[src/rtl/branch_pkg.sv]
// rtl/branch_pkg.sv - shared types and constants for the branch redirect unit
package branch_pkg;

    localparam int RQ_DATA_WIDTH = 32;
    localparam int unsigned PC_STEP = 4;

    typedef enum logic [1:0] {
        RUN     = 2'd0,
        SQ_ID   = 2'd1,
        SQ_BOTH = 2'd2,
        SQ_EX   = 2'd3
    } squash_state_e;

    typedef struct packed {
        logic [RQ_DATA_WIDTH-1:0] fallback;
    } rq_entry_t;

endpackage

[src/rtl/recovery_queue.sv]
// rtl/recovery_queue.sv - circular FIFO of mispredict fallback addresses
module recovery_queue
    import branch_pkg::*;
#(
    parameter int DEPTH = 2
) (
    input  logic      clk,
    input  logic      reset,
    input  logic      push,
    input  rq_entry_t push_entry,
    input  logic      pop,
    input  logic      clear,
    output logic      full,
    output logic      empty,
    output rq_entry_t head,
    output logic      overflow
);

    localparam int PTR_W = (DEPTH > 1) ? $clog2(DEPTH) : 1;
    localparam int CNT_W = $clog2(DEPTH + 1);

    rq_entry_t        mem_q [DEPTH];
    rq_entry_t        mem_d [DEPTH];
    logic [PTR_W-1:0] rd_ptr_q, rd_ptr_d;
    logic [PTR_W-1:0] wr_ptr_q, wr_ptr_d;
    logic [CNT_W-1:0] count_q, count_d;
    logic             push_ok;
    logic             pop_ok;

    function automatic logic [PTR_W-1:0] ptr_inc(input logic [PTR_W-1:0] p);
        return (p == PTR_W'(DEPTH - 1)) ? '0 : p + PTR_W'(1);
    endfunction

    assign empty    = (count_q == '0);
    assign full     = (count_q == CNT_W'(DEPTH));
    assign head     = mem_q[rd_ptr_q];
    // A pop in the same cycle frees a slot, so a push into a full queue still lands.
    assign pop_ok   = pop & ~empty;
    assign push_ok  = push & (~full | pop_ok);
    assign overflow = push & ~clear & ~push_ok;

    // Pointer, occupancy and storage update; clear discards everything at once.
    always_comb begin
        mem_d    = mem_q;
        rd_ptr_d = rd_ptr_q;
        wr_ptr_d = wr_ptr_q;
        count_d  = count_q;
        if (clear) begin
            rd_ptr_d = '0;
            wr_ptr_d = '0;
            count_d  = '0;
        end else begin
            if (push_ok) begin
                mem_d[wr_ptr_q] = push_entry;
                wr_ptr_d        = ptr_inc(wr_ptr_q);
            end
            if (pop_ok) begin
                rd_ptr_d = ptr_inc(rd_ptr_q);
            end
            case ({push_ok, pop_ok})
                2'b10:   count_d = count_q + CNT_W'(1);
                2'b01:   count_d = count_q - CNT_W'(1);
                default: count_d = count_q;
            endcase
        end
    end

    // Queue state registers.
    always_ff @(posedge clk or negedge reset) begin
        if (!reset) begin
            mem_q    <= '{default: '0};
            rd_ptr_q <= '0;
            wr_ptr_q <= '0;
            count_q  <= '0;
        end else begin
            mem_q    <= mem_d;
            rd_ptr_q <= rd_ptr_d;
            wr_ptr_q <= wr_ptr_d;
            count_q  <= count_d;
        end
    end

endmodule

[src/rtl/branch_redirect_unit.sv]
// rtl/branch_redirect_unit.sv - fetch PC, redirect and flush control; BRANCH_STATS_EN adds counters
module branch_redirect_unit
    import branch_pkg::*;
#(
    parameter int                 PC_WIDTH  = 32,
    parameter logic [PC_WIDTH-1:0] RESET_PC = '0,
    parameter int                 IDX_WIDTH = 3,
    parameter int                 RQ_DEPTH  = 2
) (
    input  logic                 clk,
    input  logic                 reset,
    input  logic                 stall,
    input  logic                 id_is_branch,
    input  logic                 id_predict_taken,
    input  logic [PC_WIDTH-1:0]  id_branch_target,
    input  logic                 ex_branch_valid,
    input  logic                 ex_flush,
    output logic [PC_WIDTH-1:0]  pc,
    output logic [IDX_WIDTH-1:0] id_pc_idx,
    output logic [IDX_WIDTH-1:0] ex_pc_idx,
    output logic                 if_id_flush,
    output logic                 id_ex_flush,
    output logic                 rq_overflow,
    output logic [31:0]          stat_branches,
    output logic [31:0]          stat_mispredicts
);

    squash_state_e       state_q, state_d;
    logic [PC_WIDTH-1:0] pc_q, pc_d;
    logic [PC_WIDTH-1:0] id_pc_q, id_pc_d;
    logic [PC_WIDTH-1:0] ex_pc_q, ex_pc_d;
    logic                id_valid_q, id_valid_d;
    logic                ex_valid_q, ex_valid_d;
    logic                ovf_q, ovf_d;

    logic                squash_id;
    logic                squash_ex;
    logic                id_br;
    logic                mis;
    logic                pred_redirect;
    logic                advance;
    logic                rq_push;
    logic                rq_pop;
    logic                rq_full;
    logic                rq_empty;
    logic                rq_drop;
    rq_entry_t           rq_in;
    rq_entry_t           rq_head;
    logic [PC_WIDTH-1:0] head_pc;
    logic [PC_WIDTH-1:0] fallback_pc;
    logic                unused_ok;

    assign squash_id     = (state_q == SQ_ID) || (state_q == SQ_BOTH);
    assign squash_ex     = (state_q == SQ_BOTH) || (state_q == SQ_EX);
    assign id_br         = id_is_branch & ~squash_id;
    assign mis           = ex_branch_valid & ex_flush & ~squash_ex;
    assign pred_redirect = id_br & id_predict_taken & ~stall;
    // A mispredict must redirect even while the pipe is stalled.
    assign advance       = ~stall | mis;

    assign rq_push       = id_br & ~stall & ~mis;
    assign rq_pop        = ex_branch_valid & ~squash_ex;
    assign fallback_pc   = id_predict_taken ? (id_pc_q + PC_WIDTH'(PC_STEP)) : id_branch_target;
    assign rq_in         = '{fallback: RQ_DATA_WIDTH'(fallback_pc)};
    assign head_pc       = PC_WIDTH'(rq_head.fallback);

    recovery_queue #(
        .DEPTH (RQ_DEPTH)
    ) u_rq (
        .clk        (clk),
        .reset      (reset),
        .push       (rq_push),
        .push_entry (rq_in),
        .pop        (rq_pop),
        .clear      (mis),
        .full       (rq_full),
        .empty      (rq_empty),
        .head       (rq_head),
        .overflow   (rq_drop)
    );

    // Next fetch PC, flush strobes and stage PC tracking.
    always_comb begin
        pc_d        = pc_q;
        id_pc_d     = id_pc_q;
        ex_pc_d     = ex_pc_q;
        id_valid_d  = id_valid_q;
        ex_valid_d  = ex_valid_q;
        if_id_flush = 1'b0;
        id_ex_flush = 1'b0;
        ovf_d       = ovf_q | rq_drop;
        if (mis) begin
            pc_d        = head_pc;
            if_id_flush = 1'b1;
            id_ex_flush = 1'b1;
        end else if (!stall) begin
            if (pred_redirect) begin
                pc_d        = id_branch_target;
                if_id_flush = 1'b1;
            end else begin
                pc_d = pc_q + PC_WIDTH'(PC_STEP);
            end
        end
        if (advance) begin
            id_pc_d    = pc_q;
            id_valid_d = ~if_id_flush;
            ex_pc_d    = id_pc_q;
            ex_valid_d = id_valid_q & ~id_ex_flush;
        end
    end

    // Squash FSM: masks the bubbles left behind by each redirect.
    always_comb begin
        state_d = state_q;
        if (mis) begin
            state_d = SQ_BOTH;
        end else if (!stall) begin
            case (state_q)
                RUN:     state_d = pred_redirect ? SQ_ID : RUN;
                SQ_ID:   state_d = RUN;
                SQ_BOTH: state_d = SQ_EX;
                SQ_EX:   state_d = pred_redirect ? SQ_ID : RUN;
                default: state_d = RUN;
            endcase
        end
    end

    // Fetch/stage registers, FSM state and sticky overflow.
    always_ff @(posedge clk or negedge reset) begin
        if (!reset) begin
            state_q    <= RUN;
            pc_q       <= RESET_PC;
            id_pc_q    <= '0;
            ex_pc_q    <= '0;
            id_valid_q <= 1'b0;
            ex_valid_q <= 1'b0;
            ovf_q      <= 1'b0;
        end else begin
            state_q    <= state_d;
            pc_q       <= pc_d;
            id_pc_q    <= id_pc_d;
            ex_pc_q    <= ex_pc_d;
            id_valid_q <= id_valid_d;
            ex_valid_q <= ex_valid_d;
            ovf_q      <= ovf_d;
        end
    end

    assign pc          = pc_q;
    assign id_pc_idx   = id_pc_q[IDX_WIDTH+1:2];
    assign ex_pc_idx   = ex_pc_q[IDX_WIDTH+1:2];
    assign rq_overflow = ovf_q;

    assign unused_ok = ^{ex_pc_q[PC_WIDTH-1:IDX_WIDTH+2], ex_pc_q[1:0], ex_valid_q, rq_full, rq_empty};

`ifdef BRANCH_STATS_EN
    logic [31:0] stat_br_q, stat_br_d;
    logic [31:0] stat_mis_q, stat_mis_d;

    // Saturating resolved-branch and mispredict counters.
    always_comb begin
        stat_br_d  = stat_br_q;
        stat_mis_d = stat_mis_q;
        if (rq_pop && (stat_br_q != '1)) begin
            stat_br_d = stat_br_q + 32'd1;
        end
        if (mis && (stat_mis_q != '1)) begin
            stat_mis_d = stat_mis_q + 32'd1;
        end
    end

    // Counter registers.
    always_ff @(posedge clk or negedge reset) begin
        if (!reset) begin
            stat_br_q  <= '0;
            stat_mis_q <= '0;
        end else begin
            stat_br_q  <= stat_br_d;
            stat_mis_q <= stat_mis_d;
        end
    end

    assign stat_branches    = stat_br_q;
    assign stat_mispredicts = stat_mis_q;
`else
    assign stat_branches    = '0;
    assign stat_mispredicts = '0;
`endif

endmodule

[config.mk]
export PLATFORM = sky130hd
export DESIGN_NAME = branch_redirect_unit
export DESIGN_NICKNAME = d
export VERILOG_FILES = /design/src/rtl/branch_pkg.sv /design/src/rtl/recovery_queue.sv /design/src/rtl/branch_redirect_unit.sv
export SDC_FILE = /design/constraint.sdc
export NUM_CORES = 1
export LEC_CHECK = 0
export ABC_CLOCK_PERIOD_IN_PS = 2400
export CAP_MARGIN = 10
export CORE_MARGIN = 8
export CORE_UTILIZATION = 55
export CTS_BUF_LIST = sky130_fd_sc_hd__clkbuf_8
export CTS_CLUSTER_DIAMETER = 100
export DETAILED_ROUTE_END_ITERATION = 12
export PLACE_DENSITY = 0.84
export SLEW_MARGIN = 20
export SYNTH_ARGS = -nofsm -noshare
export SYNTH_HDL_FRONTEND = slang
export SYNTH_SLANG_ARGS = --single-unit
[constraint.sdc]
create_clock -name clk -period 2.4 [get_ports clk]
set_input_delay 0.24 -clock clk [delete_from_list [all_inputs] [get_ports clk]]
set_output_delay 0.24 -clock clk [all_outputs]
set_load 0.005 [all_outputs]
==> flow_summary.json <==
{
  "yosys_most_used_dff": "dfrtp_1",
  "final.min_clock_period_ps": 2280,
  "setup_viol": 0,
  "numCtsBuffers": 17,
  "p_sw_uw": 4340,
  "die_area_mm2": 0.0189,
  "syn2layout_area_growth_pct": 19.1,
  "clkPwrFrac_pct": 20.2,
  "worstPathArrival_ps": 2040,
  "yosysTopAreaCell": "dfrtp_1",
  "hold_slack_ps": 302,
  "dr.pass1.iters": 8,
  "cts_root_buffer": "clkbuf_8",
  "skew_ps": 14.4,
  "required_ps": 2160,
  "syn_area_mm2": 0.00813,
  "cts_max_path_buffers": 2,
  "synth_cells": 846,
  "drv_cap": 0,
  "die_w_um": 138,
  "power_density_mw_per_mm2": 1180,
  "path_clk_slew_ps": 80,
  "yosysSeqAreaShare_pct": 42.5,
  "crit_path_end_kind": "output pin",
  "synth_edf_count": 0,
  "grtUsageTotal_pct": 25.6,
  "clock_sinks": 138,
  "critPathLaunchType": "flop",
  "vdd_ir_drop_max_uv": 701,
  "fmax_mhz": 438,
  "post_drt_wl_per_cell_um": 20.8,
  "start_util_pct": 56.2,
  "rr_startpoint": "state_q[1]",
  "grt_pass1_vias": 7000,
  "ant_nets": 0,
  "slew_violations": 0,
  "post-place-cells": 1099,
  "ys_top_cells_by_area": "dfrtp_1 (42%), buf_4 (6.3%), mux2_2 (5.4%), nand2_1 (4.8%), mux2i_1 (3.8%)",
  "drt-total-wl_mm": 23.6,
  "p_total_uw": 11400,
  "p_leak_uw": 0.00417,
  "seq_power_share_pct": 39.7,
  "io_buffers": 79,
  "nets": 986,
  "path_max_fanout": 5,
  "drc_errors": 0,
  "grt_max_degree": 64,
  "yosys.cell_count.top_type": "dfrtp_1",
  "vias": 7164,
  "num_rows": 44,
  "ys_ff_latch": 138,
  "cts_tree": "done",
  "power.internal_uw": 7080,
  "clk_latency_ps": 470,
  "pwr-share-comb_pct": 40.1,
  "synth.distinct_cells": 72,
  "cp-startpoint": "state_q[1]",
  "drive_gt1_share_pct": 16.3,
  "fin_cells": 1139,
  "synth-warning-count": 0,
  "grt_pass1_wl_mm": 37.5,
  "drt_iter0_markers": 934,
  "hold_class": "primary input to async pin",
  "synthTopCellsByCount": "dfrtp_1 (138), nand2_1 (104), buf_4 (68), o21ai_0 (50), nor2_1 (49)",
  "swShare_pct": 38.0,
  "synth_top_area_share_pct": 42.5,
  "syn_area_per_cell_um2": 9.61,
  "utilization_pct": 66.9,
  "routabilityCongestion": 0.901,
  "via_per_inst": 6.29,
  "cts_max_level": 4,
  "antenna_found_initial": 0,
  "async_reset_ff_share_pct": 100,
  "io_pins": 144,
  "grt_overflow": 0,
  "outcome": "finished clean",
  "finalSetupTns_ps": 0,
  "die_h_um": 138,
  "crit_type": "flop to output pin",
  "period_share_pct": 95.1,
  "slew_headroom_pct": 64.3,
  "core_area_mm2": 0.0145,
  "hpwlAfterDp_mm": 16.1,
  "final_hold_viol_count": 0,
  "worst_pin_slew_ps": 536,
  "insertedDiodeCount": 0
}
## final cells by class
cell class                      count  area, um2
Multi-Input combinational cell    640       4150
Inverter                           12       47.5
Clock inverter                     14        230
Clock buffer                       18        248
Sequential cell                   138       3450
Timing Repair Buffer              133       1320
Fill cell                        1133       4790
Tap cell                          184        230
## flip-flops by register name, indices dropped and copies added (netlist names)
name,count
id_pc_q,32
u_rq.count_q,2
ex_pc_q,3
u_rq.rd_ptr_q,1
state_q,2
pc,32
rq_overflow,1
u_rq.wr_ptr_q,1
u_rq.mem_q,64
## cells in the final DEF (no fill, tap or decap), drive strengths merged, types with 4 or more instances in the layout
master / netlist / routed
a211oi: 14 / 14
a21oi: 27 / 27
a221oi: 16 / 16
a22o: 5 / 5
a22oi: 4 / 4
a31o: 4 / 4
a31oi: 12 / 12
a32o: 4 / 4
and3: 8 / 8
and4: 14 / 14
buf: 80 / 53
bufinv: 0 / 5
clkbuf: 38 / 18
clkdlybuf4s50: 0 / 77
conb: 1 / 64
dfrtp: 138 / 138
ha: 5 / 5
inv: 12 / 18
mux2: 39 / 39
mux2i: 31 / 31
nand2: 104 / 104
nand3: 14 / 14
nand4: 23 / 23
nor2: 50 / 50
nor2b: 13 / 13
nor3: 11 / 11
nor4: 7 / 7
o21ai: 51 / 51
o221ai: 18 / 18
o22ai: 13 / 13
o31ai: 19 / 19
xnor2: 14 / 14
xor2: 21 / 21
## worst max-delay path, stage by stage, from the launching register on
cell,delay (ps)
dfrtp_1,430
ha_2,230
nand4bb_4,300
inv_4,100
clkdlybuf4s50_1,520
## path summary, 6_finish.rpt
kind / cells after the start / slack, ps / end
setup reg to reg: 7 / 140 / u_rq.mem_q[47]
setup / recovery: 4 / 120 / id_ex_flush
max in group asynchronous: 3 / 1380 / u_rq.rd_ptr_q
hold / removal: 2 / 300 / u_rq.mem_q[9]
hold reg to reg: 1 / 480 / rq_overflow
min in group clk: 3 / 400 / pc[0]
## layer usage
| metal | vias to the layer above | track usage, % | wire length, um |
|---|---|---|---|
| li1 | 3173 | - | - |
| met1 | 3467 | 33.7 | 9340 |
| met2 | 447 | 39.5 | 11100 |
| met3 | 77 | 6.38 | 2560 |
| met4 | 0 | 10.6 | 667 |
| met5 | - | 0 | 0 |
## power groups by stage
stage | clock network [uW] | registers (uW) | logic [uW]
global placement | 0 | 4480 | 4230
global route | 2440 | 4680 | 5020
CTS | 2330 | 4500 | 4530
finish | 2310 | 4540 | 4580
detailed placement | 0 | 4530 | 4380
floorplan | 0 | 4250 | 2820
## cells by family (layout without fill, tap and decap cells)
| group | after synthesis | count (layout) | share of synthesized area [%] |
|---|---|---|---|
| flops | 138 | 138 | 42.5 |
| other cells | 1 | 64 | 0.0461 |
| simple gates | 265 | 265 | 16.9 |
| xor+xnor | 35 | 35 | 3.77 |
| buf+inv | 131 | 177 | 9.89 |
| compound gates | 201 | 201 | 16.9 |
| fa+ha+maj | 5 | 5 | 0.769 |
| mux | 70 | 70 | 9.22 |
## per-stage QoR
stage / setup WS, ps / cell area, um2
after floorplan: 220 / 8370
after global placement: 101 / 9090
after detailed placement: 50.3 / 9090
after CTS: 40.8 / 9660
after global routing: -8.68 / 9690
final: 118 / 9690
## what timing repair did
item,4_1_cts,5_1_grt
endpoints found under the setup margin,2,8
pin swaps,1,0
setup buffers,5,1
endpoints found under the hold margin,54,0
gates cloned,1,0
gates resized for setup,5,4
hold buffers,1,0
(Power assumes the default switching activity.)
